--- config.mk ---
export PLATFORM = sky130hd
export DESIGN_NAME = tick_scheduler_flat
export DESIGN_NICKNAME = d
export VERILOG_FILES = /design/src/rtl/tick_sched_pkg.sv /design/src/rtl/tick_scheduler_if.sv /design/src/rtl/tick_period_cnt.sv /design/src/rtl/tick_scheduler.sv /design/src/flat_wrapper.sv
export SDC_FILE = /design/constraint.sdc
export NUM_CORES = 1
export LEC_CHECK = 0
export BUFFER_PORTS_ARGS = -buffer_cell sky130_fd_sc_hd__buf_2
export CORE_ASPECT_RATIO = 0.9
export CORE_MARGIN = 2
export CORE_UTILIZATION = 59
export DETAILED_ROUTE_END_ITERATION = 12
export PLACE_DENSITY = 0.8
export REMOVE_ABC_BUFFERS = 1
export SLEW_MARGIN = 20
export SYNTH_ARGS = -nofsm -noshare
export SYNTH_HDL_FRONTEND = slang
export SYNTH_SLANG_ARGS = --single-unit
--- constraint.sdc ---
create_clock -name clk -period 3.6 [get_ports clk]
set_input_delay 0.36 -clock clk [delete_from_list [all_inputs] [get_ports clk]]
set_output_delay 0.36 -clock clk [all_outputs]
set_load 0.02 [all_outputs]
--- src/rtl/tick_sched_pkg.sv ---
// Shared types and helpers for the tick scheduler: FSM state encoding,
// default widths and the period-terminal test.
package tick_sched_pkg;
  localparam int DIV_W_DEF = 16;
  localparam int CNT_W_DEF = 16;

  typedef enum logic [1:0] {
    IDLE     = 2'd0,
    RUN      = 2'd1,
    STOPPING = 2'd2,
    DONE     = 2'd3
  } state_t;

  // Widths up to 32 bits; a zero divisor never matches, so an unloaded counter stays quiet.
  function automatic logic terminal(input logic [31:0] cyc, input logic [31:0] div);
    return cyc == (div - 32'd1);
  endfunction
endpackage

--- src/rtl/tick_scheduler_if.sv ---
// Control/status bundle between a run/stop controller and the tick scheduler.
interface tick_scheduler_if #(
  parameter int DIV_W = 16,
  parameter int CNT_W = 16
);
  logic             start;
  logic             stop;
  logic [DIV_W-1:0] cfg_div;
  logic [CNT_W-1:0] cfg_count;
  logic             tick;
  logic             div_clk;
  logic             clk_en;
  logic             busy;
  logic             done;
  logic [CNT_W-1:0] tick_cnt;

  modport master (
    output start, stop, cfg_div, cfg_count,
    input  tick, div_clk, clk_en, busy, done, tick_cnt
  );

  modport slave (
    input  start, stop, cfg_div, cfg_count,
    output tick, div_clk, clk_en, busy, done, tick_cnt
  );
endinterface

--- src/rtl/tick_period_cnt.sv ---
// Period counter: walks cyc through 0..div-1 while enabled and decodes the
// end-of-period tick and the low-then-high divided waveform.
module tick_period_cnt
  import tick_sched_pkg::*;
#(
  parameter int DIV_W = DIV_W_DEF
) (
  input  logic             clk,
  input  logic             rst_n,
  input  logic             en,
  input  logic             clr,
  input  logic [DIV_W-1:0] div,
  output logic             tick,
  output logic             div_clk
);
  logic [DIV_W-1:0] cyc;
  logic             term;

  assign term = terminal(32'(cyc), 32'(div));

  always_ff @(posedge clk) begin
    if (!rst_n)   cyc <= '0;
    else if (clr) cyc <= '0;
    else if (en)  cyc <= term ? '0 : cyc + DIV_W'(1);
  end

  // With div==1 the threshold is 0, so the waveform sits high and every cycle ticks.
  assign tick    = en & term;
  assign div_clk = en & (cyc >= (div >> 1));
endmodule

--- src/rtl/tick_scheduler.sv ---
// Run/stop controller emitting a programmable periodic tick, a divided
// enable waveform and a tick count, all decoded from registered state.
module tick_scheduler
  import tick_sched_pkg::*;
#(
  parameter int DIV_W = DIV_W_DEF,
  parameter int CNT_W = CNT_W_DEF
) (
  input  logic             clk,
  input  logic             rst_n,
  tick_scheduler_if.slave  bus
);
  state_t           state;
  logic [DIV_W-1:0] div_q;
  logic [CNT_W-1:0] count_q;
  logic [CNT_W-1:0] tick_cnt;
  logic [CNT_W-1:0] tick_cnt_nx;
  logic             run;
  logic             busy;
  logic             done;
  logic             idle;
  logic             tick;
  logic             div_clk;
  logic             last;

  assign idle        = (state == IDLE);
  assign tick_cnt_nx = tick_cnt + CNT_W'(1);
  // Stop on a tick cycle and count exhaustion both land in the same single DONE.
  assign last        = bus.stop || ((count_q != '0) && (tick_cnt_nx == count_q));

  tick_period_cnt #(.DIV_W(DIV_W)) u_period (
    .clk     (clk),
    .rst_n   (rst_n),
    .en      (run),
    .clr     (idle),
    .div     (div_q),
    .tick    (tick),
    .div_clk (div_clk)
  );

  always_ff @(posedge clk) begin
    if (!rst_n) begin
      state    <= IDLE;
      div_q    <= '0;
      count_q  <= '0;
      tick_cnt <= '0;
      run      <= 1'b0;
      busy     <= 1'b0;
      done     <= 1'b0;
    end else begin
      case (state)
        IDLE: begin
          if (bus.start) begin
            state    <= RUN;
            div_q    <= (bus.cfg_div == '0) ? DIV_W'(1) : bus.cfg_div;
            count_q  <= bus.cfg_count;
            tick_cnt <= '0;
            run      <= 1'b1;
            busy     <= 1'b1;
          end
        end
        RUN: begin
          if (tick) begin
            tick_cnt <= tick_cnt_nx;
            if (last) begin
              state <= DONE;
              run   <= 1'b0;
              done  <= 1'b1;
            end
          end else if (bus.stop) begin
            state <= STOPPING;
          end
        end
        STOPPING: begin
          // The running period always completes before DONE.
          if (tick) begin
            tick_cnt <= tick_cnt_nx;
            state    <= DONE;
            run      <= 1'b0;
            done     <= 1'b1;
          end
        end
        DONE: begin
          state <= IDLE;
          busy  <= 1'b0;
          done  <= 1'b0;
        end
        default: begin
          state <= IDLE;
          run   <= 1'b0;
          busy  <= 1'b0;
          done  <= 1'b0;
        end
      endcase
    end
  end

  assign bus.tick     = tick;
  assign bus.div_clk  = div_clk;
  assign bus.clk_en   = run;
  assign bus.busy     = busy;
  assign bus.done     = done;
  assign bus.tick_cnt = tick_cnt;
endmodule

--- src/flat_wrapper.sv ---
// flat-port wrapper written by rule: the top's interface ports become plain ports
module tick_scheduler_flat import tick_sched_pkg::*;
#(
  parameter int DIV_W = DIV_W_DEF,
  parameter int CNT_W = CNT_W_DEF
)
  (clk, rst_n, bus_start, bus_stop, bus_cfg_div, bus_cfg_count, bus_tick, bus_div_clk, bus_clk_en, bus_busy, bus_done, bus_tick_cnt);
  tick_scheduler_if #(.DIV_W(DIV_W), .CNT_W(CNT_W)) bus_i ();
  input  logic clk;
  input  logic rst_n;
  input wire logic [$bits(bus_i.start)-1:0] bus_start;
  input wire logic [$bits(bus_i.stop)-1:0] bus_stop;
  input wire logic [$bits(bus_i.cfg_div)-1:0] bus_cfg_div;
  input wire logic [$bits(bus_i.cfg_count)-1:0] bus_cfg_count;
  output wire logic [$bits(bus_i.tick)-1:0] bus_tick;
  output wire logic [$bits(bus_i.div_clk)-1:0] bus_div_clk;
  output wire logic [$bits(bus_i.clk_en)-1:0] bus_clk_en;
  output wire logic [$bits(bus_i.busy)-1:0] bus_busy;
  output wire logic [$bits(bus_i.done)-1:0] bus_done;
  output wire logic [$bits(bus_i.tick_cnt)-1:0] bus_tick_cnt;
  assign bus_i.start = bus_start;
  assign bus_i.stop = bus_stop;
  assign bus_i.cfg_div = bus_cfg_div;
  assign bus_i.cfg_count = bus_cfg_count;
  assign bus_tick = bus_i.tick;
  assign bus_div_clk = bus_i.div_clk;
  assign bus_clk_en = bus_i.clk_en;
  assign bus_busy = bus_i.busy;
  assign bus_done = bus_i.done;
  assign bus_tick_cnt = bus_i.tick_cnt;
  tick_scheduler #(.DIV_W(DIV_W), .CNT_W(CNT_W)) u_core (.clk(clk), .rst_n(rst_n), .bus(bus_i));
endmodule
==> impl_metrics.py <==
metrics = {
    "setup_path": {
        "max_stage_delay_ps": 540,
        "crit_path_start_kind": "flop",
        "end_kind": "flop",
        "cp_num_buf_inv": 1,
        "r2r_start": "u_core.div_q[0]$_SDFFE_PN0P_",
        "crit_type": "flop to flop",
        "r2r-end": "u_core.state[0]$_SDFFE_PN0P_",
        "startpoint": "u_core.div_q[0]$_SDFFE_PN0P_",
        "path_max_fanout": 7,
        "cp_slowest_cell": "nor4_4",
        "required_ps": 3870,
        "cp.arrival_ps": 3680,
        "crit_chain": "inv_1, ha_1, or4b_4, o31ai_1, a32o_1, o21ai_0, nor4_4, a21oi_2, a2111o_1, and3_1",
        "critical-path-top-delay-family": "compound AO/OA/AOI/OAI gates",
        "rrSetupSlack_ps": 190,
        "crit_cells": 10,
        "critPathCapture": "u_core.state[0]$_SDFFE_PN0P_",
        "ff2ff_path_depth": 10,
    },
    "clock_tree": {
        "cts_buffers": 9,
        "cts_resized": 0,
        "cts_tree": "yes",
        "cts-root-buf": "clkbuf_8",
        "htreeDepth": 3,
        "insertion_delay_ps": 370,
        "hold_buffers": 0,
        "clk_pin_slew_worst_paths_ps": 80,
        "cts_sinks": 69,
        "cts_buffer_depth": 2,
    },
    "floorplan": {
        "placement_rows": 30,
        "core_area_um2": 7507,
        "die_area_um2": 8432,
        "dieHeight_um": 87.32,
        "io_pins": 57,
        "initial_core_util_pct": 60.62,
        "die_w_um": 96.58,
    },
    "sta": {
        "tns_ps": 0,
        "tightest_slew_ps": 661.1,
        "setup-violations-final": 0,
        "min_period_over_period_pct": 94.69,
        "rsz0062_at_grt": "no",
        "worst_slack_ps": 191.1,
        "fmax_ghz": 0.2933,
        "slew_violations": 0,
        "fin_crit_ps": 3409,
        "relSlewSlack_pct": 55.93,
        "holdWs_ps": 219.2,
        "fin_skew_ps": 10.44,
        "hold_viol": 0,
    },
    "synthesis": {
        "synth.avg_cell_area_um2": 7.859,
        "syn-cell-area_um2": 4551,
        "async_flop_share_pct": 0,
        "netlist_instances": 579,
        "yosys_warnings": 0,
        "ys_seq_area_share_pct": 30.35,
        "synth_edf_count": 0,
        "synth_seq_cells": 69,
        "synth_top_flop_cell": "dfxtp_1",
        "synthDistinctLibCells": 59,
    },
    "global_route": {
        "grt_pass1_wl_um": 19380,
        "grt_pass1_vias": 3985,
        "grt_max_degree": 43,
        "grt_usage_pct": 29.56,
        "grt_antenna_before_repair": 0,
        "grt-ovfl-total": 0,
    },
    "detailed_routing": {
        "drc": 0,
        "drt_first_pass_iters": 5,
        "routedWlPerCell_um": 16.58,
        "vias": 4511,
        "vias_per_cell": 6.248,
        "drt_wl_total_um": 11970,
        "drt_iter0_drc": 360,
        "antenna_left": 0,
    },
    "pwr": {
        "power.total_uw": 2975,
        "vdd.ir_drop.worst_mv": 0.3407,
        "leakagePower_uw": 0.002050,
        "power_density_nw_per_um2": 579.7,
    },
    "layout": {
        "drive_gt1_share_pct": 15.81,
        "n_antenna_cell": 0,
        "instances_no_fill": 722,
        "syn_to_final_growth_pct": 12.79,
        "fin_nets": 679,
    },
    "min_path": {
        "min_path_type": "input port to flop",
    },
    "placed_design": {
        "dp_hpwl_um": 8704,
        "dp_slack_ps": 206.0,
        "port_buffers": 56,
        "gp_congestion": 0.9691,
        "dp.cells": 706,
    },
    "run_status": {
        "status": "finished clean",
    },
    "job": {
        "drv_cap": 0,
    },
}
what timing repair did:
action	CTS	global route
setup endpoints to repair	0	1
setup buffers	0	0
endpoints found under the hold margin	0	0
worst register-to-register path, stage by stage, from the launching register on:
cell and delay [ps]:
dfxtp_1 360, inv_1 70, ha_1 250, or4b_4 530
o31ai_1 350, a32o_1 270, o21ai_0 190, nor4_4 540
a21oi_2 150, a2111o_1 420, and3_1 180
registers in the layout, indices dropped and copies added, names as in the netlist:
signal               flops
u_core.bus.tick_cnt     16
u_core.state             2
u_core.count_q          16
u_core.u_period.cyc     16
u_core.div_q            16
u_core.bus.clk_en        1
u_core.bus.busy          1
u_core.bus.done          1
Yosys cell counts, types with 2 or more instances:
library cell / number / area, um^2
nand2_1: 83 / 311.6
dfxtp_1: 69 / 1381
a21oi_1: 42 / 210.2
nand3_1: 30 / 150.1
xor2_1: 30 / 262.8
nor2_1: 27 / 101.4
xnor2_1: 26 / 227.7
clkbuf_1: 24 / 90.09
inv_1: 24 / 90.09
nand4_1: 24 / 150.1
ha_1: 22 / 275.3
nor4_1: 17 / 106.4
o21ai_0: 12 / 60.06
or3_1: 11 / 68.82
nor3_1: 10 / 50.05
and3_1: 9 / 56.30
o211ai_1: 9 / 67.56
and4_1: 8 / 70.07
buf_2: 8 / 40.04
a21o_1: 7 / 52.55
nor2b_1: 7 / 43.79
or4_1: 7 / 52.55
nand4b_1: 6 / 52.55
o311ai_0: 6 / 52.55
buf_1: 5 / 18.77
nand2b_1: 5 / 31.28
o221ai_1: 5 / 43.79
o31ai_1: 4 / 30.03
a31oi_1: 3 / 18.77
and2_1: 3 / 18.77
nor4b_1: 3 / 26.28
a211oi_1: 2 / 15.01
buf_6: 2 / 22.52
mux2i_1: 2 / 20.02
nor4_4: 2 / 42.54
or2_2: 2 / 12.51
cell type report:
type,instances,area (um^2)
multi-input cells,446,2903
fillers,630,2375
repair buffers,71,392.9
inverters,24,90.09
well taps,96,120.1
clock inverters,7,121.4
clock buffers,9,123.9
flip-flops and latches,69,1381
placed cells by master (no fill, tap or decap), drive strengths merged, types with 4 or more instances in the layout:
cell,instances
a21o,7
a21oi,43
and3,9
and4,8
buf,71
clkbuf,9
dfxtp,69
ha,22
inv,25
nand2,83
nand2b,5
nand3,30
nand4,24
nand4b,6
nor2,27
nor2b,7
nor3,10
nor4,19
nor4b,4
o211ai,9
o21ai,13
o221ai,5
o311ai,6
o31ai,4
or3,11
or4,8
xnor2,26
xor2,30
worst min path at each step:
stage	start	slack, ps	end	cells past startpoint
2_1_floorplan	u_core.count_q[14]$_SDFFE_PN0P_	460	u_core.count_q[14]$_SDFFE_PN0P_	2
3_3_place_gp	u_core.bus.done$_SDFFE_PN0P_	450	u_core.bus.done$_SDFFE_PN0P_	2
3_5_place_dp	u_core.bus.done$_SDFFE_PN0P_	450	u_core.bus.done$_SDFFE_PN0P_	2
4_1_cts	bus_cfg_count[7]	220	u_core.count_q[7]$_SDFFE_PN0P_	3
5_1_grt	bus_cfg_count[5]	230	u_core.count_q[5]$_SDFFE_PN0P_	3
6_report	bus_cfg_count[7]	220	u_core.count_q[7]$_SDFFE_PN0P_	3
power breakdown:
group	internal, uW	switching [uW]	total [uW]
logic	465	700	1170
registers	861	153	1010
clock network	464	333	796
total	1790	1190	2980
metal layers:
metal,vias to the layer above,part of all wire [%],GRT usage [%]
li1,2177,-,-
met1,2095,45,42.83
met2,207,44,44.38
met3,32,9.3,6.494
met4,0,1.9,7.810
met5,-,0,0
stage by stage:
stage	util (%)	instance area, um^2
global route	68.37	5132
CTS	68.37	5132
detailed placement	65.10	4887
finish	68.37	5132
floorplan	-	4374
global placement	65.10	4887
kinds of logic after synthesis:
group | count (synthesis) | synth area share (%)
buf+inv | 64 | 5.857
fa+ha+maj | 22 | 6.049
flops | 69 | 30.35
mux | 2 | 0.4399
xor+xnor | 56 | 10.78
compound gates | 107 | 15.70
simple gates | 259 | 30.82
(Power assumes the default switching activity.)
